==> config.mk <==
export PLATFORM = sky130hd
export DESIGN_NAME = i2s_reader_phy_multi
export DESIGN_NICKNAME = d
export VERILOG_FILES = /design/src/rtl/i2s_reader_phy_multi.sv
export SDC_FILE = /design/constraint.sdc
export NUM_CORES = 1
export LEC_CHECK = 0
export CAP_MARGIN = 25
export CORE_MARGIN = 5
export CORE_UTILIZATION = 45
export CTS_BUF_LIST = sky130_fd_sc_hd__clkbuf_4 sky130_fd_sc_hd__clkbuf_8 sky130_fd_sc_hd__clkbuf_16
export DETAILED_ROUTE_END_ITERATION = 8
export PLACE_DENSITY_LB_ADDON = 0.08
export SLEW_MARGIN = 5
export SYNTH_ARGS = -nofsm -noshare
export SYNTH_HDL_FRONTEND = slang
export SYNTH_SLANG_ARGS = --single-unit
==> constraint.sdc <==
create_clock -name clk -period 5.3 [get_ports clk]
set_clock_uncertainty 0.1 [all_clocks]
set_input_delay 1.06 -clock clk [delete_from_list [all_inputs] [get_ports clk]]
set_output_delay 1.06 -clock clk [all_outputs]
set_load 0.05 [all_outputs]
==> src/rtl/i2s_reader_phy_multi.sv <==
// i2s_reader_phy_multi: I2S / left-justified capture PHY in the bit-clock domain.
// Deserialises LR/data into SAMPLE_WIDTH-bit samples, frames them into 32-bit words
// and streams them into a ping-pong pair of write FIFOs.
// Optional dropped-word counter: define I2S_READER_OVERFLOW_CNT_EN.
module i2s_reader_phy_multi #(
    parameter int unsigned SAMPLE_WIDTH = 24,
    parameter int unsigned COUNT_WIDTH  = 24
) (
    input  logic                   clk,
    input  logic                   rst,
    input  logic                   i_enable,
    input  logic                   i_mode,
    input  logic [1:0]             i_channel_mask,
    input  logic                   i_sign_extend,
    input  logic [COUNT_WIDTH-1:0] i_wfifo_size,
    input  logic [1:0]             i_wfifo_ready,
    output logic [1:0]             o_wfifo_activate,
    output logic                   o_wfifo_strobe,
    output logic [31:0]            o_wfifo_data,
    output logic                   o_synced,
    output logic [15:0]            o_overflow_count,
    input  logic                   i_i2s_lr,
    input  logic                   i_i2s_data,
    output logic [31:0]            debug
);

    localparam logic [5:0] SwIdx = 6'(SAMPLE_WIDTH);

    typedef enum logic [1:0] {
        StIdle   = 2'd0,
        StWait   = 2'd1,
        StStream = 2'd2
    } state_e;

    logic                    lr_q, lr_dly_q, data_q;
    logic                    lr_edge;
    logic [4:0]              bit_cnt_q, bit_cnt_d;
    logic [5:0]              bit_idx;
    logic                    bit_take;
    logic [SAMPLE_WIDTH-1:0] shift_q, shift_d;
    logic [30:0]             sample_ext;
    logic                    synced_q, synced_d;
    logic                    word_vld_q, word_vld_d;
    logic [31:0]             word_q, word_d;
    state_e                  state_q, state_d;
    logic [1:0]              activate_q, activate_d;
    logic                    strobe_q, strobe_d;
    logic [31:0]             wdata_q, wdata_d;
    logic [COUNT_WIDTH-1:0]  count_q, count_d;
    logic [31:0]             debug_q, debug_d;

    assign lr_edge = lr_q != lr_dly_q;

    // Bit position within the slot and MSB-first placement into the sample register.
    always_comb begin
        bit_cnt_d = lr_edge ? 5'd0 : ((bit_cnt_q == 5'd31) ? bit_cnt_q : bit_cnt_q + 5'd1);
        // LJ: MSB sits in the edge cycle; I2S: one bit later, and the edge-cycle bit is ignored.
        if (i_mode) begin
            bit_idx = lr_edge ? 6'd0 : {1'b0, bit_cnt_q} + 6'd1;
        end else begin
            bit_idx = {1'b0, bit_cnt_q};
        end
        bit_take = (i_mode || !lr_edge) && (bit_idx < SwIdx);
        // A new slot starts from zero so a short slot leaves its missing LSBs at 0.
        shift_d = lr_edge ? '0 : shift_q;
        for (int unsigned i = 0; i < SAMPLE_WIDTH; i++) begin
            if (bit_take && (6'(i) == SwIdx - 6'd1 - bit_idx)) begin
                shift_d[i] = data_q;
            end
        end
    end

    // Frame the completed slot on each LR edge and track frame lock.
    always_comb begin
        sample_ext = 31'(shift_q);
        word_d     = word_q;
        word_vld_d = 1'b0;
        if (lr_edge) begin
            word_d[31] = lr_dly_q;
            for (int i = 0; i < 31; i++) begin
                word_d[i] = (i < int'(SAMPLE_WIDTH)) ? sample_ext[i]
                                                     : (i_sign_extend & shift_q[SAMPLE_WIDTH-1]);
            end
            // synced_q is still 0 on the locking edge, so the partial slot is discarded.
            word_vld_d = synced_q && i_channel_mask[lr_dly_q];
        end
        if (state_q == StIdle || !i_enable) begin
            synced_d = 1'b0;
        end else begin
            synced_d = synced_q | lr_edge;
        end
    end

    // Pin capture, slot deserialiser and word pipeline stage.
    always_ff @(posedge clk or negedge rst) begin
        if (!rst) begin
            lr_q       <= 1'b0;
            lr_dly_q   <= 1'b0;
            data_q     <= 1'b0;
            bit_cnt_q  <= 5'd0;
            shift_q    <= '0;
            synced_q   <= 1'b0;
            word_vld_q <= 1'b0;
            word_q     <= 32'd0;
        end else begin
            lr_q       <= i_i2s_lr;
            lr_dly_q   <= lr_q;
            data_q     <= i_i2s_data;
            bit_cnt_q  <= bit_cnt_d;
            shift_q    <= shift_d;
            synced_q   <= synced_d;
            word_vld_q <= word_vld_d;
            word_q     <= word_d;
        end
    end

    // FIFO ownership FSM: claim a free buffer, write size words, release.
    always_comb begin
        state_d    = state_q;
        activate_d = activate_q;
        strobe_d   = 1'b0;
        wdata_d    = wdata_q;
        count_d    = count_q;
        unique case (state_q)
            StIdle: begin
                activate_d = 2'b00;
                if (i_enable) state_d = StWait;
            end
            StWait: begin
                activate_d = 2'b00;
                if (!i_enable) begin
                    state_d = StIdle;
                end else if (i_wfifo_ready != 2'b00) begin
                    activate_d = i_wfifo_ready[0] ? 2'b01 : 2'b10;
                    count_d    = '0;
                    state_d    = StStream;
                end
            end
            StStream: begin
                if (!i_enable) begin
                    activate_d = 2'b00;
                    state_d    = StIdle;
                end else if (count_q == i_wfifo_size) begin
                    activate_d = 2'b00;
                    state_d    = StWait;
                end else if (word_vld_q) begin
                    strobe_d = 1'b1;
                    wdata_d  = word_q;
                    count_d  = count_q + COUNT_WIDTH'(1);
                end
            end
            default: begin
                activate_d = 2'b00;
                state_d    = StIdle;
            end
        endcase
    end

    // FSM state and registered FIFO-side outputs.
    always_ff @(posedge clk or negedge rst) begin
        if (!rst) begin
            state_q    <= StIdle;
            activate_q <= 2'b00;
            strobe_q   <= 1'b0;
            wdata_q    <= 32'd0;
            count_q    <= '0;
        end else begin
            state_q    <= state_d;
            activate_q <= activate_d;
            strobe_q   <= strobe_d;
            wdata_q    <= wdata_d;
            count_q    <= count_d;
        end
    end

`ifdef I2S_READER_OVERFLOW_CNT_EN
    logic        drop;
    logic [15:0] ovf_q, ovf_d;

    // Any word that reaches the FSM stage without being written is a drop.
    assign drop = word_vld_q & ~strobe_d;

    always_comb begin
        ovf_d = ovf_q;
        if (state_q == StIdle && i_enable) begin
            ovf_d = 16'd0;
        end else if (drop && ovf_q != 16'hFFFF) begin
            ovf_d = ovf_q + 16'd1;
        end
    end

    // Saturating dropped-word counter.
    always_ff @(posedge clk or negedge rst) begin
        if (!rst) begin
            ovf_q <= 16'd0;
        end else begin
            ovf_q <= ovf_d;
        end
    end

    assign o_overflow_count = ovf_q;
`else
    assign o_overflow_count = 16'd0;
`endif

    assign debug_d = {21'd0, synced_q, state_q, strobe_q, activate_q,
                      i_wfifo_ready, i_enable, data_q, lr_q};

    // Debug snapshot, registered so it reads 0 throughout reset.
    always_ff @(posedge clk or negedge rst) begin
        if (!rst) begin
            debug_q <= 32'd0;
        end else begin
            debug_q <= debug_d;
        end
    end

    assign o_wfifo_activate = activate_q;
    assign o_wfifo_strobe   = strobe_q;
    assign o_wfifo_data     = wdata_q;
    assign o_synced         = synced_q;
    assign debug            = debug_q;

endmodule

Word-level counts from Yosys, hierarchy flattened --
Index checks and enable logic that the tools add are counted.
Word-level totals: output and inout bits 84, ROM bits 0, input bits 35, register bits 138, RAM bits 0, memories 0, logic and storage cells 199, latch bits 0
Operators by class: equality and inequality tests 37, bitwise operators 3, add/subtract/negate cells 4, divide/modulo/power cells 0, multiplexer cells 55, $mul 0, magnitude comparators 2, reductions and logical operators 61, shift operators 0
Operators by type and width (count):
- 2-to-1 mux 24 bit | 6
- nonzero test 2 bit | 26
- == test 4 x 6 -> 1 bit (first input constant) | 8
- == test 5 x 6 -> 1 bit (first input constant) | 8
- one-hot mux 24 bit (2 select lines) | 1
- 2-to-1 mux 1 bit | 32
- logical AND 1 bit | 26
- adder 24 x 1 -> 24 bit (second input constant) | 1
- == test 24 bit | 1
- == test 3 x 6 -> 1 bit (first input constant) | 4
- 2-to-1 mux 2 bit | 10
- != test 2 bit (second input constant) | 7
- == test 2 x 6 -> 1 bit (first input constant) | 2
- 2-to-1 mux 6 bit | 2
- 2-to-1 mux 5 bit | 2
- adder 5 x 1 -> 6 bit (second input constant) | 1
- == test 1 x 6 -> 1 bit (first input constant) | 1
- zero test 6 bit | 1
- less-than comparator 6 x 5 -> 1 bit (second input constant) | 1
- != test 3 bit (second input constant) | 2
- one-hot mux 2 bit (3 select lines) | 1
- AND reduction 6 bit | 1
- subtractor 5 x 6 -> 6 bit (first input constant) | 1
- adder 5 x 1 -> 5 bit (second input constant) | 1
- 14 further kinds | 16

Logic depth before layout (Yosys ltp) --
Gate-level depths: netlist of run 1.
word-level depth 7, gate-level depth with buffers 13, gate-level depth less buffers 12

Worst setup path before layout of run 1 --
No wires, ideal clock.
kind input -> register, start in i_mode, end reg shift_q[6], path slack 2.148 ns, setup time 0.137 ns, arrival time 2.915 ns, path buffers 1, required time 5.063 ns, cell stages on the path 10, path through clkbuf_1 o21ai_0 a32o_1 ha_1 a21oi_1 nand2_1 o32ai_2 o211a_1 nand3_1 mux2i_1
On the way: cells in the longest elaborated chain, start to end 5, elaborated cells on any way between the ends 9, those cells by class add/sub (1); order compare (1); eq/ne (1); mux (2); reduce/logical (4)
RTL lines:
- from (decl) | line 12 | input logic i_mode,
- 2-to-1 mux 6 bit | line 58 | if (i_mode) begin
- subtractor 5 x 6 -> 6 bit or less-than comparator 6 x 5 -> 1 bit (tied branches) | line 67, 63
- == test 3 x 6 -> 1 bit or logical AND 1 bit (tied branches) | line 67, 63
- logical AND 1 bit * | line 67 | if (bit_take && (6'(i) == SwIdx - 6'd1 - bit_idx)) begin
- 2-to-1 mux 1 bit or nonzero test 2 bit (tied branches)
- to (signal assigned) | line 110 | shift_q <= shift_d;
- to (decl) | line 40 | logic [SAMPLE_WIDTH-1:0] shift_q, shift_d;
Every way passes the cells marked *; elsewhere a longest branch is shown, timed or not. A chain may end at the register's enable or synchronous reset.

Worst setup path in the final report of run 1 --
Same ends and word-level chain as after synthesis.

==> results of run 1 <==
logic make-up (layout without fill, tap and decap cells):
logic type                 after synthesis  count (layout)  share of synthesized area, %
AOI/OAI and AO/OA                       93              93                          9.86
xor gates and xnor gates                28              28                          3.98
adders and majority gates                4               4                         0.813
buffers and inverters                   83             126                          8.11
DFF                                    125             125                          50.8
muxes                                   47              47                          8.17
other                                    1              37                        0.0609
and+or+nand+nor                        240             240                          18.2
worst paths after layout:
kind | start | endpoint | slack [ps] | cells past startpoint
max reg2reg | bit_cnt_q[0] | shift_q[6] | 1940 | 12
max in group asynchronous | rst | shift_q[1] | 3620 | 2
min reg2reg | o_wfifo_strobe | debug[7] | 280 | 0
max | i_mode | shift_q[6] | 1580 | 10
min | o_wfifo_strobe | debug[7] | 280 | 0
min in group asynchronous | rst | o_wfifo_data[5] | 460 | 1
cell type report:
class / count / area share, %
clock buffer: 22 / 6.37
clock inverter: 10 / 2.13
inverter: 6 / 0.298
multi-input combinational: 449 / 35.6
sequential: 125 / 41.3
tap: 176 / 2.91
timing repair buffer: 88 / 11.4
power groups by stage:
stage / combinational (W) / sequential, W / clock [W]
after floorplan: 0.000205 / 0.00105 / 0
after global placement: 0.000309 / 0.00103 / 0
after detailed placement: 0.000312 / 0.00103 / 0
after CTS: 0.000312 / 0.00101 / 0.00127
after global routing: 0.000335 / 0.00102 / 0.00130
final: 0.000310 / 0.00101 / 0.00124
worst max-delay path, stage by stage:
cell             delay (ps)
clkdlybuf4s50_1         790
o21ai_0                 240
a32o_1                  280
ha_1                    190
a21oi_1                 130
nand2_1                  80
o32ai_2                 460
o211a_1                 370
nand3_1                 130
mux2i_1                 150
metrics by stage:
| stage | power (W) | cell area [sq um] |
|---|---|---|
| global placement | 0.00134 | 6920 |
| finish | 0.00257 | 7560 |
| CTS | 0.00259 | 7560 |
| detailed placement | 0.00134 | 6920 |
| global route | 0.00266 | 7560 |
| floorplan | 0.00126 | 6290 |
cells in the final DEF (no fill, tap or decap), types with 8 or more instances in the layout:
master and instances:
nand2_1 124, nand3_1 21, conb_1 37, nor2_1 26, mux2i_1 21, nor3_1 8
o21ai_0 30, xnor2_1 25, mux2_2 26, buf_4 8, or3_1 9, a21oi_1 18
and3_1 8, dfrtp_1 125, nand4_1 15, nand2b_1 8, clkbuf_16 17, o31ai_1 12
clkdlybuf4s50_1 80
routing by layer:
metal | routed length, um | vias to the layer above | global-route usage, %
li1 | - | 2198 | -
met1 | 5790 | 2282 | 21.7
met2 | 6680 | 112 | 28.3
met3 | 684 | 33 | 4.67
met4 | 333 | 0 | 7.26
met5 | 0 | - | 0
sequential cells by signal, summed over array words and instances (netlist names):
register / cells
debug: 11
bit_cnt_q: 5
word_vld_q: 1
lr_q: 1
o_synced: 1
o_wfifo_strobe: 1
data_q: 1
o_wfifo_data: 26
o_wfifo_activate: 2
state_q: 2
shift_q: 24
count_q: 24
word_q: 26
==> flow_summary.rst, run 1 <==
.. list-table::
   :header-rows: 1

   * - Metric
     - Value
   * - Inserted Diodes
     - 0
   * - Share of power burned in the clock network
     - 48.4%
   * - Area fraction of the dominant cell type after synthesis
     - 50.8%
   * - Global route overflow
     - 0
   * - Count of vias placed by the detailed router
     - 4625
   * - Die Outline Area
     - 0.0161 sq mm
   * - Vias in the first global route
     - 4620
   * - Final weighted congestion of routability-driven global placement
     - 0.830
   * - Detailed-route wire length
     - 13500 um
   * - CP Data Arrival Time
     - 3880 ps
   * - Final critical delay including setup and external delays
     - 3720 ps
   * - Standard-cell rows
     - 42
   * - Clk Tree Root Cell
     - clkbuf_16
   * - Clock transition at the registers of the reported paths
     - 50 ps
   * - Initial detailed-routing violation count
     - 304
   * - Seq pwr share
     - 39.6%
   * - Peak supply drop
     - 164 uV
   * - Maximum fanout encountered on the critical timing path
     - 17
   * - Max_cap viols
     - 0
   * - Post-layout nets
     - 726
   * - Post-cts gate resize count
     - 0
   * - Worst hold path type
     - reg -> reg
   * - Most frequently used flop master after synthesis
     - dfrtp_1
   * - Core region area
     - 0.0133 sq mm
   * - Syn Inst Count
     - 621
   * - Fraction of final layout cells sized beyond drive strength 1
     - 10.6%
   * - Max Slew Vio Count
     - 0
   * - Cell-internal power
     - 0.00191 W
   * - Setup repair after global routing missed its margin
     - no
   * - Total area of multi-input combinational cells
     - 0.00269 sq mm
   * - Total of fill cells in the finished design
     - 1164
   * - Sequential share of the synthesized area
     - 50.8%
   * - Cells after DPL
     - 844
   * - Final design utilization
     - 56.7%
   * - Top post-synthesis cells by count
     - dfrtp_1 (125), nand2_1 (124), buf_4 (44), o21ai_0 (30)
   * - Number of antenna violations at the first check in global routing
     - 0
   * - Avg Inst Size Synth
     - 9.91 sq um
   * - Worst-Skew Late Latency
     - 420 ps
   * - Remaining antenna violation count
     - 0
   * - Leakage power total
     - 3.46 nW
   * - Upper clock frequency limit
     - 0.269 GHz
   * - Final critical-path setup slack
     - 1580 ps
   * - Vias per cell
     - 5.28
   * - Number of storage elements in the synthesis netlist
     - 125
   * - DR DRC count
     - 0
   * - Setup WS pre-CTS
     - 1150 ps
   * - Clk sink count
     - 125
   * - Number of standard cells in the final layout excluding fillers
     - 876
   * - Die Wd
     - 127 um
   * - Top-count cell post-synth
     - dfrtp_1
   * - Worst-margin pin slew
     - 940 ps
   * - Minimum hold slack
     - 278 ps
   * - Synth-to-layout area growth
     - 22.9%
   * - Result of the run
     - completed
   * - Kind of end point of the critical path
     - flop
   * - Largest net degree at the start of global routing
     - 58
   * - Total global routing track utilization
     - 17.3%
   * - Hold violation count in the final report
     - 0
   * - Category of the most critical setup path
     - in -> reg
   * - Share of the clock period used by the worst path after layout
     - 70.1%
   * - # IOs
     - 119
   * - Share of total power consumed by net switching
     - 25.5%
   * - Switching power
     - 0.000653 W
   * - Detail Placement HPWL
     - 9430 um
   * - Worst endpoint required time
     - 5460 ps
   * - CTS hold repair buffers
     - 0
   * - Number of I/O port buffers
     - 81
   * - Post-route setup TNS
     - 0 ps
   * - Initial core utilization
     - 46.1%
   * - Detailed Routing Iterations Pass 1
     - 4
   * - Gate power share
     - 12.1%
   * - Top post-synthesis cells by area
     - dfrtp_1 (51%), nand2_1 (7.6%), buf_4 (5.4%)
   * - Setup Buffers After CTS
     - 0
   * - Number of unique standard cell types used by synthesis
     - 51
   * - Maximum level of the CTS H-tree
     - 4
   * - CTS tree
     - done
   * - Yosys Warn Count
     - 0
   * - Wire length per cell
     - 15.4 um
   * - Number of buffers created by CTS
     - 17
   * - Power per cell area
     - 339 mW/mm^2
   * - Longest Clk Path Bufs
     - 2
   * - Library cell with the largest summed area after synthesis
     - dfrtp_1
   * - Final setup viols
     - 0
   * - Seq. cell area
     - 0.00313 sq mm
   * - Number of synthesized flops with an enable pin
     - 0
   * - Fraction of synthesis flops using an asynchronous set or reset pin
     - 100%
   * - Global-route wire length before repair
     - 22600 um
   * - Height of the die
     - 127 um
   * - Netlist area before placement
     - 0.00616 sq mm
   * - Critical path startpoint category
     - input port
   * - Worst slew slack as a fraction of its limit
     - 37.3%
Note: power is estimated with default switching activity, not from simulation.
==> run 2: changes to the inputs <==
==> constraint.sdc (replaced) <==
create_clock -name clk -period 3.7 [get_ports clk]
set_clock_uncertainty 0.1 [all_clocks]
set_input_delay 0.74 -clock clk [delete_from_list [all_inputs] [get_ports clk]]
set_output_delay 0.74 -clock clk [all_outputs]
set_load 0.05 [all_outputs]
==> flow_summary.rst, run 2 (synthesis gave the netlist of run 1 again) <==
.. list-table::
   :header-rows: 1

   * - Metric
     - Value
   * - CTS hold repair buffers
     - 0 (unchanged)
   * - Worst R2R End
     - shift_q[5] (was shift_q[6])
   * - Routed wire length on met2
     - 7020 um (was 6680 um)
   * - Maximum level of the CTS H-tree
     - 4 (unchanged)
   * - Critical path startpoint
     - bit_cnt_q[0] (was i_mode)
   * - CTS tree
     - done (unchanged)
   * - Total power after layout
     - 0.00369 W (was 0.00257 W)
   * - Wire length per cell
     - 15.9 um (was 15.4 um)
   * - Setup WS pre-CTS
     - 274 ps (was 1150 ps)
   * - Number of I/O port buffers
     - 81 (unchanged)
   * - Post-route setup TNS
     - 0 ps (unchanged)
   * - Final weighted congestion of routability-driven global placement
     - 0.875 (was 0.830)
   * - Worst endpoint required time
     - 3850 ps (was 5460 ps)
   * - Synth-to-layout area growth
     - 23.8% (was 22.9%)
   * - Commonest non-fill, non-tap cells in the layout
     - dfrtp_1 (125), nand2_1 (124), clkdlybuf4s50_1 (80), conb_1 (37), o21ai_0 (30) (unchanged)
   * - Post-layout nets
     - 731 (was 726)
   * - Category of the most critical setup path
     - reg -> reg (was in -> reg)
   * - Standard-cell rows
     - 42 (unchanged)
   * - Global route overflow
     - 0 (unchanged)
   * - Clock transition at the registers of the reported paths
     - 50 ps (about the same)
   * - End of the critical path
     - shift_q[5] (was shift_q[6])
   * - FF-to-FF Start
     - bit_cnt_q[0] (unchanged)
   * - Leakage power total
     - 3.49 nW (was 3.46 nW)
   * - Die Wd
     - 127 um (unchanged)
   * - Number of buffers created by CTS
     - 17 (unchanged)
   * - Worst hold path type
     - in -> async (was reg -> reg)
   * - Detail Route met3 WL
     - 788 um (was 684 um)
   * - Most common cell after layout, fill and taps aside
     - dfrtp_1 (unchanged)
   * - Result of the run
     - completed (unchanged)
   * - Final critical-path setup slack
     - 346 ps (was 1580 ps)
   * - Core region area
     - 0.0133 sq mm (unchanged)
   * - Detailed Routing Iterations Pass 1
     - 4 (unchanged)
   * - Setup Buffers After CTS
     - 0 (unchanged)
   * - Wire length on met1
     - 5960 um (was 5790 um)
   * - Height of the die
     - 127 um (unchanged)
   * - Inserted Diodes
     - 0 (unchanged)
   * - Vias in the first global route
     - 4704 (was 4620)
   * - Upper clock frequency limit
     - 0.298 GHz
   * - Global-route wire length before repair
     - 23200 um (was 22600 um)
   * - Critical path startpoint category
     - flop (was input port)
   * - Clk sink count
     - 125 (unchanged)
   * - Share of the clock period used by the worst path after layout
     - 90.7%
   * - Count of vias placed by the detailed router
     - 4646 (was 4625)
   * - Max Slew Vio Count
     - 0 (unchanged)
   * - Die Outline Area
     - 0.0161 sq mm (unchanged)
   * - Largest net degree at the start of global routing
     - 74 (was 58)
   * - Maximum fanout encountered on the critical timing path
     - 9 (was 17)
   * - Initial core utilization
     - 46.1% (unchanged)
   * - Detail Placement HPWL
     - 9650 um (was 9430 um)
   * - Register-to-register setup slack
     - 350 ps (was 1940 ps)
   * - Total global routing track utilization
     - 17.8% (was 17.3%)
   * - Depth of the worst register-to-register path
     - 12 (unchanged)
   * - Worst slew slack as a fraction of its limit
     - 50.7% (was 37.3%)
   * - # IOs
     - 119 (unchanged)
   * - Total of fill cells in the finished design
     - 1152 (was 1164)
   * - Peak supply drop
     - 236 uV (was 164 uV)
   * - Final critical delay including setup and external delays
     - 3350 ps
   * - Vias per cell
     - 5.27 (was 5.28)
   * - Longest Clk Path Bufs
     - 2 (unchanged)
   * - Number of antenna violations at the first check in global routing
     - 0 (unchanged)
   * - Power per cell area
     - 483 mW/mm^2 (was 339 mW/mm^2)
   * - Remaining antenna violation count
     - 0 (unchanged)
   * - Detailed-route wire length
     - 14000 um (was 13500 um)
   * - Top routing layer in use
     - met4 (unchanged)
   * - Hold violation count in the final report
     - 0 (unchanged)
   * - Kind of end point of the critical path
     - flop (unchanged)
   * - Max_cap viols
     - 0 (unchanged)
   * - DR DRC count
     - 0 (unchanged)
   * - Post-cts gate resize count
     - 0 (unchanged)
   * - CP Data Arrival Time
     - 3510 ps (was 3880 ps)
   * - Worst-margin pin slew
     - 738 ps (was 940 ps)
   * - Worst-Skew Late Latency
     - 420 ps (about the same)
   * - Fraction of final layout cells sized beyond drive strength 1
     - 11.2% (was 10.6%)
   * - Final setup viols
     - 0 (unchanged)
   * - Clk Tree Root Cell
     - clkbuf_16 (unchanged)
   * - Setup repair after global routing missed its margin
     - no (unchanged)
   * - Initial detailed-routing violation count
     - 322 (was 304)
## run 2: final cells by class
cell class | instances | area, sq um | area share, %
Clock buffer | 22 | 475 | 6.24
Clock inverter | 10 | 163 | 2.13
Inverter | 6 | 22.5 | 0.295
Multi-Input combinational cell | 449 | 2690 | 35.3
Sequential cell | 125 | 3130 | 41.0
Tap cell | 176 | 220 | 2.89
Timing Repair Buffer | 93 | 923 | 12.1
## run 2: power breakdown
group          internal, W  total, W  switching [W]
sequential         0.00141   0.00146      0.0000418
combinational     0.000137  0.000456       0.000318
clock              0.00118   0.00177       0.000591
total              0.00273   0.00369       0.000951
## run 2: critical path, stage by stage (launching register included)
cell       delay, ps
dfrtp_1          470
ha_1             350
and3_1           220
ha_1             320
nand2_1          120
o2bb2ai_1         70
ha_1             220
a21oi_1          120
nand2_1           80
o32ai_2          470
o211a_1          380
nand3_1          130
mux2i_1          150
## run 2: worst min path at each step
stage	from	to	slack [ps]	depth (start not counted)
3_5_place_dp	data_q	debug[1]	260	0
3_3_place_gp	o_wfifo_strobe	debug[7]	260	0
4_1_cts	rst	debug[5]	130	1
2_1_floorplan	data_q	debug[1]	250	0
5_1_grt	rst	debug[5]	160	1
6_report	rst	debug[5]	140	1
## run 2: metrics by stage
| step | hold WS [ps] | util [%] | std cells | cell area [sq um] |
|---|---|---|---|---|
| 2_1_floorplan | 254 | - | 657 | 6290 |
| 3_3_place_gp | 258 | 52.3 | 849 | 6980 |
| 3_5_place_dp | 264 | 52.3 | 849 | 6980 |
| 4_1_cts | 131 | 57.1 | 881 | 7620 |
| 5_1_grt | 160 | 57.1 | 881 | 7620 |
| 6_report | 136 | 57.1 | 881 | 7620 |
## run 2: routing by layer
| metal | vias up | track usage [%] |
|---|---|---|
| li1 | 2212 | - |
| met1 | 2283 | 22.7 |
| met2 | 132 | 29.3 |
| met3 | 19 | 3.99 |
| met4 | 0 | 7.76 |
| met5 | - | 0 |
==> run 3: changes to the inputs <==
--- a/config.mk
+++ b/config.mk
@@ -8,7 +8,7 @@
 export CAP_MARGIN = 25
 export CORE_MARGIN = 5
 export CORE_UTILIZATION = 45
-export CTS_BUF_LIST = sky130_fd_sc_hd__clkbuf_4 sky130_fd_sc_hd__clkbuf_8 sky130_fd_sc_hd__clkbuf_16
+export CTS_BUF_LIST = sky130_fd_sc_hd__clkbuf_8
 export DETAILED_ROUTE_END_ITERATION = 8
 export PLACE_DENSITY_LB_ADDON = 0.08
 export SLEW_MARGIN = 5
==> flow_summary.rst, run 3 (synthesis gave the netlist of run 1 again) <==
.. list-table::
   :header-rows: 1

   * - Metric
     - Value
   * - Result of the run
     - completed (unchanged)
   * - Maximum level of the CTS H-tree
     - 4 (unchanged)
   * - Leakage power total
     - 3.41 nW (was 3.49 nW)
   * - Peak supply drop
     - 280 uV (was 236 uV)
   * - Hold violation count in the final report
     - 0 (unchanged)
   * - Cells after DPL
     - 849 (unchanged)
   * - Setup WS pre-CTS
     - 274 ps (unchanged)
   * - Core region area
     - 0.0133 sq mm (unchanged)
   * - Number of antenna violations at the first check in global routing
     - 0 (unchanged)
   * - Critical path startpoint category
     - flop (unchanged)
   * - Post-cts gate resize count
     - 0 (unchanged)
   * - Clk Tree Root Cell
     - clkbuf_8 (was clkbuf_16)
   * - Global-route wire length before repair
     - 22800 um (was 23200 um)
   * - FF-to-FF Start
     - bit_cnt_q[0] (unchanged)
   * - Final setup viols
     - 0 (unchanged)
   * - DR DRC count
     - 0 (unchanged)
   * - Slowest CP cell
     - dfrtp_1 (unchanged)
   * - Die Outline Area
     - 0.0161 sq mm (unchanged)
   * - Final critical delay including setup and external delays
     - 3380 ps (was 3350 ps)
   * - Worst endpoint required time
     - 3880 ps (was 3850 ps)
   * - Maximum fanout encountered on the critical timing path
     - 9 (unchanged)
   * - Delay contributed by the slowest stage of the critical path
     - 480 ps (was 470 ps)
   * - Total power after layout
     - 0.00319 W (was 0.00369 W)
   * - Number of standard cells in the final layout excluding fillers
     - 881 (unchanged)
   * - Number of buffers created by CTS
     - 17 (unchanged)
   * - End of the critical path
     - shift_q[5] (unchanged)
   * - Vias per cell
     - 5.23 (was 5.27)
   * - Remaining antenna violation count
     - 0 (unchanged)
   * - Height of the die
     - 127 um (unchanged)
   * - Critical path startpoint
     - bit_cnt_q[0] (unchanged)
   * - Inserted Diodes
     - 0 (unchanged)
   * - Category of the most critical setup path
     - reg -> reg (unchanged)
   * - Critical path cell sequence
     - ha_1 > and3_1 > ha_1 > nand2_1 > o2bb2ai_1 > ha_1 > a21oi_1 > nand2_1 > o32ai_2 > o211a_1 > nand3_1 > mux2i_1 (unchanged)
   * - Worst hold path type
     - in -> async (unchanged)
   * - Kind of end point of the critical path
     - flop (unchanged)
   * - Initial detailed-routing violation count
     - 348 (was 322)
   * - Share of the clock period used by the worst path after layout
     - 91.2% (was 90.7%)
   * - Largest net degree at the start of global routing
     - 74 (unchanged)
   * - Clk sink count
     - 125 (unchanged)
   * - Final critical-path setup slack
     - 324 ps (was 346 ps)
   * - Worst Path Buf+Inv
     - 0 (unchanged)
   * - Depth of the worst register-to-register path
     - 12 (unchanged)
   * - Standard-cell rows
     - 42 (unchanged)
   * - Total global routing track utilization
     - 17.5% (was 17.8%)
   * - Clock transition at the registers of the reported paths
     - 70 ps (was 50 ps)
   * - # IOs
     - 119 (unchanged)
   * - Family of cells with the greatest summed delay on the critical path
     - compound AO/OA/AOI/OAI gates (unchanged)
   * - Max Slew Vio Count
     - 0 (unchanged)
   * - Final weighted congestion of routability-driven global placement
     - 0.875 (unchanged)
   * - Register-to-register setup slack
     - 320 ps (was 350 ps)
   * - Worst R2R End
     - shift_q[5] (unchanged)
   * - Most Frequent Cell on Critical Path
     - ha_1 (unchanged)
   * - Worst-margin pin slew
     - 722 ps (was 738 ps)
   * - Vias in the first global route
     - 4637 (was 4704)
   * - Worst slew slack as a fraction of its limit
     - 51.8% (was 50.7%)
   * - Detail Placement HPWL
     - 9650 um (unchanged)
   * - Initial core utilization
     - 46.1% (unchanged)
   * - Die Wd
     - 127 um (unchanged)
   * - Number of I/O port buffers
     - 81 (unchanged)
   * - Upper clock frequency limit
     - 0.296 GHz (was 0.298 GHz)
   * - Commonest non-fill, non-tap cells in the layout
     - dfrtp_1 (125), nand2_1 (124), clkdlybuf4s50_1 (80), conb_1 (37), o21ai_0 (30) (unchanged)
   * - Power per cell area
     - 430 mW/mm^2 (was 483 mW/mm^2)
   * - Fraction of final layout cells sized beyond drive strength 1
     - 10.8% (was 11.2%)
   * - CP Data Arrival Time
     - 3560 ps (was 3510 ps)
   * - Wire length per cell
     - 15.5 um (was 15.9 um)
   * - Post-layout nets
     - 731 (unchanged)
   * - Most common cell after layout, fill and taps aside
     - dfrtp_1 (unchanged)
   * - CTS hold repair buffers
     - 0 (unchanged)
   * - Setup Buffers After CTS
     - 0 (unchanged)
   * - Number of cells on the critical path
     - 12 (unchanged)
   * - Worst-Skew Late Latency
     - 440 ps (was 420 ps)
   * - Synth-to-layout area growth
     - 20.5% (was 23.8%)
   * - Detailed Routing Iterations Pass 1
     - 5 (was 4)
   * - Longest Clk Path Bufs
     - 2 (unchanged)
   * - CTS tree
     - done (unchanged)
   * - Max_cap viols
     - 0 (unchanged)
   * - Setup repair after global routing missed its margin
     - no (unchanged)
   * - Count of vias placed by the detailed router
     - 4606 (was 4646)
   * - Global route overflow
     - 0 (unchanged)
   * - Post-route setup TNS
     - 0 ps (unchanged)
   * - Detailed-route wire length
     - 13700 um (was 14000 um)
==> run 3: cell count changes in the layout (fill, tap and decap cells not counted), sizes merged <==
cell    before  now
inv          6    9
clkbuf      22   19
==> run 3: worst min-delay path by stage <==
stage | slack, ps | startpoint | to
finish | 110 | rst | o_wfifo_data[1]
global route | 110 | rst | o_wfifo_data[5]
CTS | 100 | rst | debug[5]
detailed placement | 260 | data_q | debug[1]
global placement | 260 | o_wfifo_strobe | debug[7]
floorplan | 250 | data_q | debug[1]
==> run 3: cell type report <==
type | instances | area, sq um
clock buffers | 19 | 262
clock inverters | 13 | 174
fillers | 1186 | 5930
inverters | 6 | 22.5
multi-input cells | 449 | 2690
flip-flops and latches | 125 | 3130
well taps | 176 | 220
repair buffers | 93 | 923
==> run 3: stage by stage <==
step / cell area [sq um] / hold WS, ps / utilization [%]
2_1_floorplan: 6290 / 254 / -
3_3_place_gp: 6980 / 258 / 52.3
3_5_place_dp: 6980 / 264 / 52.3
4_1_cts: 7420 / 102 / 55.6
5_1_grt: 7420 / 110 / 55.6
6_report: 7420 / 113 / 55.6
==> run 3: per-layer routing <==
layer | track usage (%) | wire length (um) | vias to the layer above | part of all wire [%]
met5 | 0 | 0 | - | 0
met4 | 6.81 | 122 | 0 | 0.89
met3 | 4.41 | 774 | 12 | 5.7
met2 | 28.5 | 6900 | 130 | 50
met1 | 22.4 | 5870 | 2254 | 43
li1 | - | - | 2210 | -
==> run 3: power by group <==
part	internal, W	switching (W)
Sequential	0.00141	0.0000419
Clock	0.000762	0.000526
Combinational	0.000137	0.000315
